$ cat src/rtl/angle_telemetry_tx.sv
// UART telemetry transmitter: frames a 12-byte packet (header, FSM state, three
// 24-bit joint angles, mod-256 checksum) as back-to-back 8N1 characters.
module angle_telemetry_tx #(
  parameter int         CLKS_PER_BIT = 868,
  parameter logic [7:0] HEADER       = 8'hA5
) (
  input  logic        clk,
  input  logic        reset,
  input  logic        send,
  input  logic [23:0] shoulder_angle,
  input  logic [23:0] elbow_angle,
  input  logic [23:0] base_angle,
  input  logic [2:0]  state,
  output logic        tx,
  output logic        busy,
  output logic        done
);

  typedef enum logic [1:0] {IDLE, START, DATA, STOP} fsm_t;

  localparam logic [15:0] BIT_LAST = 16'(CLKS_PER_BIT - 1);

  fsm_t        fsm;
  logic [15:0] bit_cnt;
  logic [2:0]  bit_idx;
  logic [3:0]  byte_idx;
  logic [7:0]  shreg;
  logic [2:0]  state_q;
  logic [23:0] shoulder_q;
  logic [23:0] elbow_q;
  logic [23:0] base_q;
  logic [7:0]  checksum;
  logic [7:0]  cur_byte;
  logic        bit_end;

  assign bit_end = (bit_cnt == BIT_LAST);

  always_comb begin
    checksum = {5'b0, state_q}
             + shoulder_q[23:16] + shoulder_q[15:8] + shoulder_q[7:0]
             + elbow_q[23:16]    + elbow_q[15:8]    + elbow_q[7:0]
             + base_q[23:16]     + base_q[15:8]     + base_q[7:0];
  end

  // Byte 0 is a constant, so the snapshot registers only need to be valid
  // by the time byte 1 is first selected.
  always_comb begin
    cur_byte = HEADER;
    case (byte_idx)
      4'd1:    cur_byte = {5'b0, state_q};
      4'd2:    cur_byte = shoulder_q[23:16];
      4'd3:    cur_byte = shoulder_q[15:8];
      4'd4:    cur_byte = shoulder_q[7:0];
      4'd5:    cur_byte = elbow_q[23:16];
      4'd6:    cur_byte = elbow_q[15:8];
      4'd7:    cur_byte = elbow_q[7:0];
      4'd8:    cur_byte = base_q[23:16];
      4'd9:    cur_byte = base_q[15:8];
      4'd10:   cur_byte = base_q[7:0];
      4'd11:   cur_byte = checksum;
      default: cur_byte = HEADER;
    endcase
  end

  always_ff @(posedge clk or negedge reset) begin
    if (!reset) begin
      fsm        <= IDLE;
      tx         <= 1'b1;
      busy       <= 1'b0;
      done       <= 1'b0;
      bit_cnt    <= '0;
      bit_idx    <= '0;
      byte_idx   <= '0;
      shreg      <= '0;
      state_q    <= '0;
      shoulder_q <= '0;
      elbow_q    <= '0;
      base_q     <= '0;
    end else begin
      done <= 1'b0;
      case (fsm)
        IDLE: begin
          bit_cnt <= '0;
          if (send) begin
            fsm        <= START;
            tx         <= 1'b0;
            busy       <= 1'b1;
            byte_idx   <= '0;
            bit_idx    <= '0;
            state_q    <= state;
            shoulder_q <= shoulder_angle;
            elbow_q    <= elbow_angle;
            base_q     <= base_angle;
          end
        end
        START: begin
          if (bit_end) begin
            bit_cnt <= '0;
            bit_idx <= '0;
            fsm     <= DATA;
            tx      <= cur_byte[0];
            shreg   <= {1'b0, cur_byte[7:1]};
          end else begin
            bit_cnt <= bit_cnt + 16'd1;
          end
        end
        DATA: begin
          if (bit_end) begin
            bit_cnt <= '0;
            if (bit_idx == 3'd7) begin
              fsm <= STOP;
              tx  <= 1'b1;
            end else begin
              tx      <= shreg[0];
              shreg   <= {1'b0, shreg[7:1]};
              bit_idx <= bit_idx + 3'd1;
            end
          end else begin
            bit_cnt <= bit_cnt + 16'd1;
          end
        end
        STOP: begin
          if (bit_end) begin
            bit_cnt <= '0;
            if (byte_idx == 4'd11) begin
              fsm  <= IDLE;
              busy <= 1'b0;
              done <= 1'b1;
            end else begin
              byte_idx <= byte_idx + 4'd1;
              fsm      <= START;
              tx       <= 1'b0;
            end
          end else begin
            bit_cnt <= bit_cnt + 16'd1;
          end
        end
        default: fsm <= IDLE;
      endcase
    end
  end

endmodule

$ cat config.mk
export PLATFORM = sky130hd
export DESIGN_NAME = angle_telemetry_tx
export DESIGN_NICKNAME = d
export VERILOG_FILES = /design/src/rtl/angle_telemetry_tx.sv
export SDC_FILE = /design/constraint.sdc
export NUM_CORES = 1
export LEC_CHECK = 0
export BUFFER_PORTS_ARGS = -buffer_cell sky130_fd_sc_hd__clkbuf_2
export CORE_MARGIN = 2
export CORE_UTILIZATION = 45
export DETAILED_ROUTE_END_ITERATION = 10
export PLACE_DENSITY = 0.66
export SLEW_MARGIN = 20
export SYNTH_ARGS = -nofsm -noshare
export SYNTH_HDL_FRONTEND = slang
export SYNTH_SLANG_ARGS = --single-unit
$ cat constraint.sdc
create_clock -name clk -period 5.92 [get_ports clk]
set_input_delay 0.592 -clock clk [delete_from_list [all_inputs] [get_ports clk]]
set_output_delay 0.592 -clock clk [all_outputs]
set_load 0.05 [all_outputs]
==> flow_summary.json <==
{
  "drtAntennaViolNets": 0,
  "cts_sinks": 110,
  "cpMaxStageDelayCell": "fa_1",
  "wl_met3_um": 746,
  "fin_nets": 825,
  "tightest_slew_ns": 0.947,
  "routabilityCongestion": 0.869,
  "track_usage_pct": 19.9,
  "route.detailed.drc": 0,
  "synth_seq_area_share_pct": 39.9,
  "cpPeakStageDelay_ns": 0.59,
  "cts_hold_buf": 0,
  "place.port_buffers": 80,
  "synth_nets": 756,
  "cts_root_buffer": "clkbuf_16",
  "rows": 45,
  "io_pins": 81,
  "cts_tree": "yes",
  "finalCritPeriodShare_pct": 72.2,
  "crit_path_max_fanout": 3,
  "ys_async_sr_fraction_pct": 100,
  "arrival_ns": 4.53,
  "synth_edf_count": 0,
  "syn_area_per_cell_um2": 11.3,
  "cp.required_ns": 6.18,
  "max_cap_violations": 0,
  "m1WireLength_mm": 6.67,
  "synth_top_cells_by_area": "dfrtp_1, fa_1, mux2_2",
  "die_h_um": 128,
  "hold_viol_final": 0,
  "top_layer_used": "met4",
  "r2r_slack_ns": 1.65,
  "ys_ff_latch": 110,
  "end_kind": "flip-flop",
  "htree_levels": 3,
  "rsz0062_at_grt": "no",
  "setup_viol": 0,
  "post_drt_via_cell_ratio": 5.50,
  "crit_path_start_kind": "flip-flop",
  "fin_worst_skew_ns": 0.0111,
  "clk_pin_slew_ns": 0.08,
  "timing.hold.ws_ns": 0.217,
  "antenna_found_initial": 0,
  "reg2reg_depth": 15,
  "overflow": 0,
  "numCtsBuffers": 9,
  "ir_drop_v": 0.000145,
  "fmax_mhz": 234,
  "yosysMostFrequentCell": "dfrtp_1",
  "synthTopCellsByCount": "dfrtp_1, inv_1, mux2_2",
  "insertion_delay_ns": 0.36,
  "wl_per_cell_um": 17.0,
  "finalMaxSlewViolations": 0,
  "status": "finished, final reports clean",
  "clk_path_buf_depth": 2,
  "dr.pass1.iters": 5,
  "place_area_um2": 7450,
  "critical_path_class": "reg -> reg",
  "drtIter0Drc": 275,
  "dr_total_vias": 4793,
  "die_w_um": 128,
  "r2r_start": "state_q[1]",
  "yosysTopAreaCellShare_pct": 39.5,
  "dp_slack_ns": 1.67,
  "leakagePower_nw": 3.88,
  "crit_path_cell_trace": "inv_1 -> fa_1 -> inv_1 -> fa_1 -> fa_1 -> inv_1 -> fa_1 -> inv_1 -> ha_1 -> a21o_1 -> a211oi_1 -> o21ai_0 -> o211ai_1 -> xnor2_1 -> a41o_1",
  "grt_pass1_vias": 5119,
  "antenna_cells": 0,
  "yosys_most_used_dff": "dfrtp_1",
  "synth_area_um2": 6900,
  "syn_inst": 610,
  "fin_ws_ns": 1.65,
  "grt_pass1_wl_mm": 25.5,
  "ys_types": 58,
  "hp-class": "in -> async",
  "grt_max_degree": 76,
  "coreArea_um2": 15100,
  "yosys.area.top_type": "dfrtp_1",
  "start_util_pct": 45.7,
  "dieArea_um2": 16300,
  "syn2layout_area_growth_pct": 12.4,
  "routed-wl-met2_mm": 7.07,
  "stdcell_area_um2": 7750,
  "yosysWarnings": 0,
  "wirelength_mm": 14.8,
  "slew_headroom_pct": 36.8,
  "r2r-end": "shreg[6]",
  "min_period_ns": 4.27,
  "post_cts_buffers": 0,
  "final_layout_size_suffix_gt1_share_pct": 27.4,
  "hpwl_mm": 10.8,
  "postCtsResizedCells": 0,
  "power_density_nw_per_um2": 186,
  "fin_tns_setup_ns": 0
}
## power by group
group          internal [mW]  leakage, nW  switching (mW)  total, mW
Sequential             0.751         1.51               0      0.751
Combinational         0.0189         2.22          0.0225     0.0414
Clock                  0.369        0.146           0.278      0.646
Total                   1.14         3.88           0.300       1.44
## worst max path at each step
stage / start / to / slack, ns / cells after the start
after detailed placement: state_q[1] / shreg[4] / 1.67 / 15
after global routing: state_q[1] / shreg[4] / 1.38 / 15
after CTS: state_q[1] / shreg[6] / 1.64 / 15
final: state_q[1] / shreg[6] / 1.65 / 15
after floorplan: state_q[1] / shreg[6] / 1.94 / 15
after global placement: state_q[1] / shreg[6] / 1.71 / 15
## cells by family (layout without fill, tap and decap cells)
family	count (synthesis)	count (layout)	share of synthesized area (%)
compound gates	111	111	11.4
mux	81	81	13.3
simple gates	103	103	7.76
xor+xnor	33	33	4.19
fa+ha+maj	68	68	17.4
buf+inv	104	177	6.00
flops	110	110	39.9
## through the flow
step	std cells	total power [mW]	util [%]
6_report	871	1.44	51.4
5_1_grt	871	1.49	51.4
4_1_cts	871	1.45	51.4
3_5_place_dp	856	0.809	49.4
3_3_place_gp	856	0.808	49.4
2_1_floorplan	610	0.766	-
## registers in the layout, summed over array words and instances, names as in the netlist
register    flops
base_q         24
done            1
byte_idx        4
tx              1
elbow_q        24
bit_idx         3
bit_cnt        16
fsm             2
shoulder_q     24
state_q         3
shreg           7
busy            1
## worst max-delay path: cells and delay by family (launching register included)
family                   cells  cell delay [ns]
AO/OA/AOI/OAI                5             1.00
XOR/XNOR                     1             0.10
adder cells (fa/ha/maj)      5             2.45
buffers and inverters        4             0.25
flip-flops                   1             0.37
## area by class of cell
class	instances	area [um2]
clock buffer	11	233
clock inverter	4	72.6
fill	1367	7340
inverter	79	297
multi-input combinational	396	3740
sequential	110	2750
tap	188	235
timing repair buffer	83	425
## metal layers
layer	GRT usage (%)	vias to the layer above
li1	-	2227
met1	27.1	2420
met2	31.6	128
met3	3.63	18
met4	8.14	0
met5	0	-
## cell usage in the layout, fill, tap and decap left out, types with 3 or more instances in the layout
cell type | netlist | layout
mux2_2 | 79 | 79
a31oi_1 | 3 | 3
a22o_1 | 6 | 6
xor2_1 | 10 | 10
inv_1 | 79 | 79
a211oi_1 | 5 | 5
a21oi_1 | 23 | 23
nor3_1 | 7 | 7
a222oi_1 | 11 | 11
buf_4 | 0 | 4
and3_1 | 8 | 8
nand2_1 | 23 | 22
fa_1 | 47 | 47
clkbuf_16 | 0 | 9
nand3_1 | 11 | 11
o22ai_1 | 3 | 3
a22oi_1 | 14 | 14
o31ai_1 | 5 | 5
clkbuf_2 | 0 | 79
o21ai_0 | 14 | 14
a2bb2oi_1 | 3 | 3
dfrtp_1 | 109 | 109
xnor2_1 | 23 | 23
nor2_1 | 29 | 29
ha_1 | 21 | 21
nor2b_1 | 6 | 6
nand2b_1 | 6 | 6
o21ai_1 | 3 | 3
a221oi_1 | 3 | 3
No activity file was read; power rests on OpenSTA's default activity.
